--- src/rtl/systolic_edge_feeder.sv ---
// Edge operand feeder: buffers a ROWS x DEPTH tile and streams it with diagonal skew.
// Optional macro FEEDER_STALL_CNT_EN adds a saturating stall_count output.
module systolic_edge_feeder #(
    parameter int DATA_WIDTH = 16,
    parameter int ROWS       = 4,
    parameter int DEPTH      = 4
) (
    input  logic                             clk,
    input  logic                             reset,
    input  logic                             load_we,
    input  logic [$clog2(ROWS)-1:0]          load_row,
    input  logic [$clog2(DEPTH)-1:0]         load_col,
    input  logic [DATA_WIDTH-1:0]            load_data,
    input  logic                             start,
    input  logic                             pause,
    output logic [ROWS*DATA_WIDTH-1:0]       feed_out,
    output logic [ROWS-1:0]                  feed_valid,
    output logic                             busy,
    output logic                             done
`ifdef FEEDER_STALL_CNT_EN
    ,
    output logic [15:0]                      stall_count
`endif
);

    localparam int RW     = $clog2(ROWS);
    localparam int CW     = $clog2(DEPTH);
    localparam int TW     = $clog2(ROWS + DEPTH);
    localparam int NBEATS = DEPTH + ROWS - 1;

    typedef enum logic [1:0] {IDLE, FEED, DONE} state_t;

    state_t                       state;
    logic [TW-1:0]                t;
    logic [DATA_WIDTH-1:0]        tile_mem [ROWS][DEPTH];
    logic [ROWS*DATA_WIDTH-1:0]   beat_data;
    logic [ROWS-1:0]              beat_valid;
    logic                         wr_en;

    assign wr_en = load_we && (state == IDLE)
                && ({1'b0, load_row} < (RW + 1)'(ROWS))
                && ({1'b0, load_col} < (CW + 1)'(DEPTH));

    always_ff @(posedge clk or posedge reset) begin
        if (reset) begin
            for (int r = 0; r < ROWS; r++)
                for (int c = 0; c < DEPTH; c++)
                    tile_mem[r][c] <= '0;
        end else if (wr_en) begin
            tile_mem[load_row][load_col] <= load_data;
        end
    end

    // Lane r sees column t-r; the borrow bit of diff flags t < r.
    generate
        for (genvar gi = 0; gi < ROWS; gi++) begin : g_lane
            logic [TW:0] diff;
            assign diff           = {1'b0, t} - (TW + 1)'(gi);
            assign beat_valid[gi] = !diff[TW] && (diff < (TW + 1)'(DEPTH));
            assign beat_data[gi*DATA_WIDTH +: DATA_WIDTH] =
                beat_valid[gi] ? tile_mem[gi][diff[CW-1:0]] : '0;
        end
    endgenerate

    always_ff @(posedge clk or posedge reset) begin
        if (reset) begin
            state      <= IDLE;
            t          <= '0;
            feed_out   <= '0;
            feed_valid <= '0;
        end else begin
            case (state)
                IDLE: begin
                    if (start) begin
                        state <= FEED;
                        t     <= '0;
                    end
                end
                FEED: begin
                    if (!pause) begin
                        feed_out   <= beat_data;
                        feed_valid <= beat_valid;
                        if (t == TW'(NBEATS - 1))
                            state <= DONE;
                        else
                            t <= t + 1'b1;
                    end
                end
                DONE: begin
                    if (!pause) begin
                        feed_out   <= '0;
                        feed_valid <= '0;
                        state      <= IDLE;
                    end
                end
                default: state <= IDLE;
            endcase
        end
    end

    assign busy = (state != IDLE);
    assign done = (state == DONE);

`ifdef FEEDER_STALL_CNT_EN
    always_ff @(posedge clk or posedge reset) begin
        if (reset)
            stall_count <= '0;
        else if (state == IDLE && start)
            stall_count <= '0;
        else if (state != IDLE && pause && stall_count != 16'hFFFF)
            stall_count <= stall_count + 16'd1;
    end
`endif

endmodule

--- config.mk ---
export PLATFORM = sky130hd
export DESIGN_NAME = systolic_edge_feeder
export DESIGN_NICKNAME = d
export VERILOG_FILES = /design/src/rtl/systolic_edge_feeder.sv
export SDC_FILE = /design/constraint.sdc
export NUM_CORES = 1
export LEC_CHECK = 0
export ABC_AREA = 1
export ABC_CLOCK_PERIOD_IN_PS = 13800
export BUFFER_PORTS_ARGS = -buffer_cell sky130_fd_sc_hd__buf_4
export CORE_UTILIZATION = 28
export CTS_CLUSTER_SIZE = 28
export DETAILED_ROUTE_END_ITERATION = 12
export SYNTH_ARGS = -nofsm -noshare
export SYNTH_HDL_FRONTEND = slang
export SYNTH_SLANG_ARGS = --single-unit
--- constraint.sdc ---
create_clock -name clk -period 13.8 [get_ports clk]
set_clock_uncertainty 0.15 [all_clocks]
set_input_delay 2.76 -clock clk [delete_from_list [all_inputs] [get_ports clk]]
set_output_delay 2.76 -clock clk [all_outputs]
set_load 0.005 [all_outputs]
**After elaboration in Yosys (flattened, before gate mapping)**

Cells that the tools add are included.

- Bits in registers: 329
- Bits of input ports: 25
- Output and inout port bits: 70
- Word-level logic and storage cells: 102

- Add/sub/neg operators: 4
- Order comparisons: 12
- Equality and inequality tests: 8
- Muxes and demuxes: 36
- Bitwise operators: 6
- Reduce and logical (&&, ||, !) cells: 16

Operator list:

| kind | count |
|---|---|
| bitwise mux 256 bit | 1 |
| 2-to-1 mux 16 bit | 13 |
| 2-to-1 mux 64 bit | 3 |
| binary-select mux 16 bit (select 2 bit) | 4 |
| demux 64 bit (select 2 bit) | 1 |
| one-hot mux 64 bit (2 select lines) | 1 |
| demux 16 bit (select 2 bit) | 1 |
| greater-or-equal comparator 3 bit, second input constant | 6 |
| inverter 2 -> 3 bit | 6 |
| < comparator 4 x 3 -> 1 bit, second input constant | 3 |
| inequality test 2 bit, second input constant | 5 |
| 2-to-1 mux 3 bit | 3 |
| 2-to-1 mux 2 bit | 4 |
| 2-to-1 mux 4 bit | 2 |
| one-hot mux 4 bit (2 select lines) | 1 |
| AND reduction 4 bit | 2 |
| subtractor 3 x 2 -> 4 bit, second input constant | 2 |
| logical AND 1 bit | 6 |
| < comparator 3 x 1 -> 1 bit, second input constant | 2 |
| one-hot mux 2 bit (3 select lines) | 1 |
| one-hot mux 3 bit (2 select lines) | 1 |
| nonzero test 2 bit | 3 |
| subtractor 3 x 1 -> 4 bit, second input constant | 1 |
| adder 3 x 1 -> 3 bit, second input constant | 1 |
| other kinds (7) | 9 |

**Longest topological paths before layout**

- Word-level depth: 8
- Depth in mapped cells: 12
- Gate-level depth less buffers: 8

**Worst setup path after synthesis**

OpenSTA, ideal clock, no wires.

- Kind: input-to-reg
- Start point: in load_row[1]
- End point: reg tile_mem[106] in the netlist's numbering
- Library setup time: 0.131 ns
- Data arrival time: 3.483 ns
- Required time: 13.519 ns
- Path slack: 10.036 ns
- Stages on the path: 6
- Buffers on the path: 1
- Cell sequence: inv_1 nor2_1 nand2_2 buf_2 nand2_1 o21ai_1

- Word-level cells in the longest chain between the ends: 6
- Elaborated cells on any way between the ends: 7
- Those cells by class: 2 x order compare; 3 x mux; 1 x bitwise; 1 x reduce/logical

RTL lines:

| element | RTL line | text |
|---|---|---|
| from (decl) | 11 | `input logic [$clog2(ROWS)-1:0] load_row,` |
| inverter 2 -> 3 bit (implied by the code) * | 50 | `tile_mem[load_row][load_col] <= load_data;` |
| greater-or-equal comparator 3 bit (implied by the code) or < comparator 3 x 1 -> 1 bit (tied branches) | 50 |  |
| logical AND 1 bit (implied by the code) | 50 |  |
| 2-to-1 mux 64 bit (implied by the code) | 50 |  |
| demux 64 bit (select 2 bit) * | 50 |  |
| bitwise mux 256 bit * | 50 |  |
| to (signal, indexed assignment) | 50 |  |
| to (decl) | 35 | `logic [DATA_WIDTH-1:0] tile_mem [ROWS][DEPTH];` |

Every way passes the cells marked *; elsewhere a longest branch is shown, timed or not.
A chain may end at the register's enable or synchronous reset.

==> flow_metrics.env <==
export IMPL_vias_per_cell=4.64
export IMPL_setup_tns_ns=0
export IMPL_reg2reg_slack_ns=9.61
export IMPL_grt_max_degree=111
export IMPL_antenna_found_initial=0
export IMPL_grt_pass1_wl_um=62700
export IMPL_ys_warn_count=0
export IMPL_power_density_mw_per_mm2=219
export IMPL_drv_slew=0
export IMPL_synth_area_top_cells="dfrtp_1, nand2_1, o21ai_0"
export IMPL_numPortBuffers=94
export IMPL_rsz0062_at_grt="false"
export IMPL_slew_limit_headroom_pct=32.3
export IMPL_path_max_fanout=110
export IMPL_synth_top_area_cell="dfrtp_1"
export IMPL_comb_power_share_pct=31.0
export IMPL_cp_required_ns=14.09
export IMPL_fin_util_pct=32.5
export IMPL_core_sq_mm=0.0515
export IMPL_cp_end_kind="async pin"
export IMPL_clk_pin_slew_ns=0.05
export IMPL_ys_seq_area_share_pct=56.2
export IMPL_ant_nets=0
export IMPL_die_area_sq_mm=0.0532
export IMPL_initial_core_util_pct=28.4
export IMPL_rows=83
export IMPL_synthCells=1757
export IMPL_power_share_sequential_pct=43.0
export IMPL_switching_share_pct=35.9
export IMPL_finalHoldViolCount=0
export IMPL_gp_congestion=0.797
export IMPL_avgSynthCellArea_sq_um=8.34
export IMPL_outcome="finished, final reports clean"
export IMPL_io_pins=95
export IMPL_setup_worst_path_start_class="input port"
export IMPL_n_fill_cell=5414
export IMPL_post_cts_buffers=0
export IMPL_die_h_um=231
export IMPL_placed_area_sq_mm=0.0156
export IMPL_fmax_ghz=0.200
export IMPL_clock_path_buffers=3
export IMPL_p_leak_nw=8.38
export IMPL_via_count=11535
export IMPL_post_route_period_util_pct=36.2
export IMPL_synth_top_area_share_pct=56.2
export IMPL_switching_power_mw=1.32
export IMPL_dr_first_iter_drc_count=1196
export IMPL_cts_htree_levels=2
export IMPL_cts_sinks=329
export IMPL_drcViolationCount=0
export IMPL_dp_hpwl_um=23100
export IMPL_grt_use_total_pct=14.9
export IMPL_final_net_count=1812
export IMPL_syn_cell_area_sq_mm=0.0147
export IMPL_cap_violations=0
export IMPL_dr_pass1_iters=5
export IMPL_worst_pin_slew_ns=1.02
export IMPL_drt_total_wl_um=39100
export IMPL_min_path_type="reg -> reg"
export IMPL_syn2layout_area_growth_pct=14.4
export IMPL_period_minus_slack_ns=5.00
export IMPL_ys_ff_latch=329
export IMPL_finalSetupViolCount=0
export IMPL_layout_drive_gt1_share_pct=10.9
export IMPL_post_drt_wl_per_cell_um=15.7
export IMPL_p_int_mw=2.36
export IMPL_rr_startpoint="t[0]"
export IMPL_netlist_cell_type_count=24
export IMPL_cts_resized=0
export IMPL_cts_root_buf="clkbuf_16"
export IMPL_die_w_um=231
export IMPL_cts_tree="built"
export IMPL_critPathLaunch="reset"
export IMPL_synth_fp_nets=1788
export IMPL_final_cell_area_sq_mm=0.0168
export IMPL_critPathArrivalTime_ns=5.29
export IMPL_criticalPathCategory="in -> async"
export IMPL_cts_hold_buf=0
export IMPL_cts_buffers=36
export IMPL_hp_start="feed_out[43]"
export IMPL_grt_overflow=0
export IMPL_ir_worst_vdd_mv=0.0910
export IMPL_grt_pass1_vias=11349
export IMPL_clk_latency_ns=0.52
export IMPL_power_share_clock_pct=26.0
[placed cells by master, fill, tap and decap left out, drive strengths merged]
cell type  netlist  final
nand2          672    672
dfrtp          329    329
o21ai          294    294
nand3          148    148
buf             86    104
inv             98     99
nor2            88     88
clkbuf          32     53
ha               6      6
clkinv           0      4
bufinv           0      3
a21oi            2      2
clkinvlp         0      2
diode            0      1
a21boi           1      1
o22ai            1      1
[layer usage]
metal | GRT usage, % | wire [um] | vias to the layer above
li1 | - | - | 5641
met1 | 19.6 | 17400 | 5524
met2 | 24.3 | 18300 | 311
met3 | 3.13 | 2400 | 59
met4 | 5.07 | 987 | 0
met5 | 0 | 0 | -
[worst paths after layout]
kind	end	cells after the start
min	feed_out[43]	2
max reg2reg	feed_out[60]	9
min in group asynchronous	feed_out[23]	2
min reg2reg	feed_out[43]	2
max	t[0]	4
max in group clk	done	4
[metrics by stage]
step	std cells	total power [mW]	hold WS (ns)	worst slack, ns
floorplan	1757	2.37	0.298	1.78
global placement	2423	2.71	0.312	8.19
detailed placement	2423	2.74	0.317	8.09
CTS	2486	3.72	0.333	8.64
global route	2486	3.97	0.351	8.34
finish	2487	3.67	0.327	8.80
[power by group through the flow]
stage	registers, mW	logic (mW)	clock network (mW)
2_1_floorplan	1.53	0.840	0
3_3_place_gp	1.58	1.13	0
3_5_place_dp	1.59	1.15	0
4_1_cts	1.58	1.16	0.979
5_1_grt	1.63	1.32	1.02
6_report	1.58	1.14	0.955
[kinds of logic (layout without fill, tap and decap cells)]
logic type | Yosys count | count (layout) | share of synthesized area [%]
adder cells (fa/ha/maj) | 6 | 6 | 0.512
other | 0 | 1 | 0
AND/OR/NAND/NOR | 908 | 908 | 25.7
AO/OA/AOI/OAI | 298 | 298 | 10.2
flip-flops | 329 | 329 | 56.2
buffers and inverters | 216 | 265 | 7.35
[flip-flops by register name, indices dropped and copies added, names as in the netlist]
register    count
feed_valid      4
tile_mem      256
feed_out       64
state           2
t               3
[cells in the mapped netlist, drive strengths merged]
library cell / n
inv: 98
o22ai: 1
clkbuf: 32
nor2: 88
a21oi: 2
nand3: 148
dfrtp: 329
nand2: 672
a21boi: 1
ha: 6
buf: 86
o21ai: 294
[layout make-up]
type                            instances  area [sq um]  share of cell area [%]
Sequential cell                       329          8240                    49.1
Multi-Input combinational cell       1212          5340                    31.9
Clock buffer                           53          1030                    6.12
Tap cell                              680           851                    5.08
Timing Repair Buffer                  104           781                    4.66
Inverter                               98           389                    2.32
Clock inverter                         10           138                   0.821
Antenna cell                            1          2.50                  0.0149
[critical path: stages]
cell and delay (ns):
buf_4 0.13, inv_8 0.50, buf_4 0.88, buf_4 0.82
(Power assumes the default switching activity.)
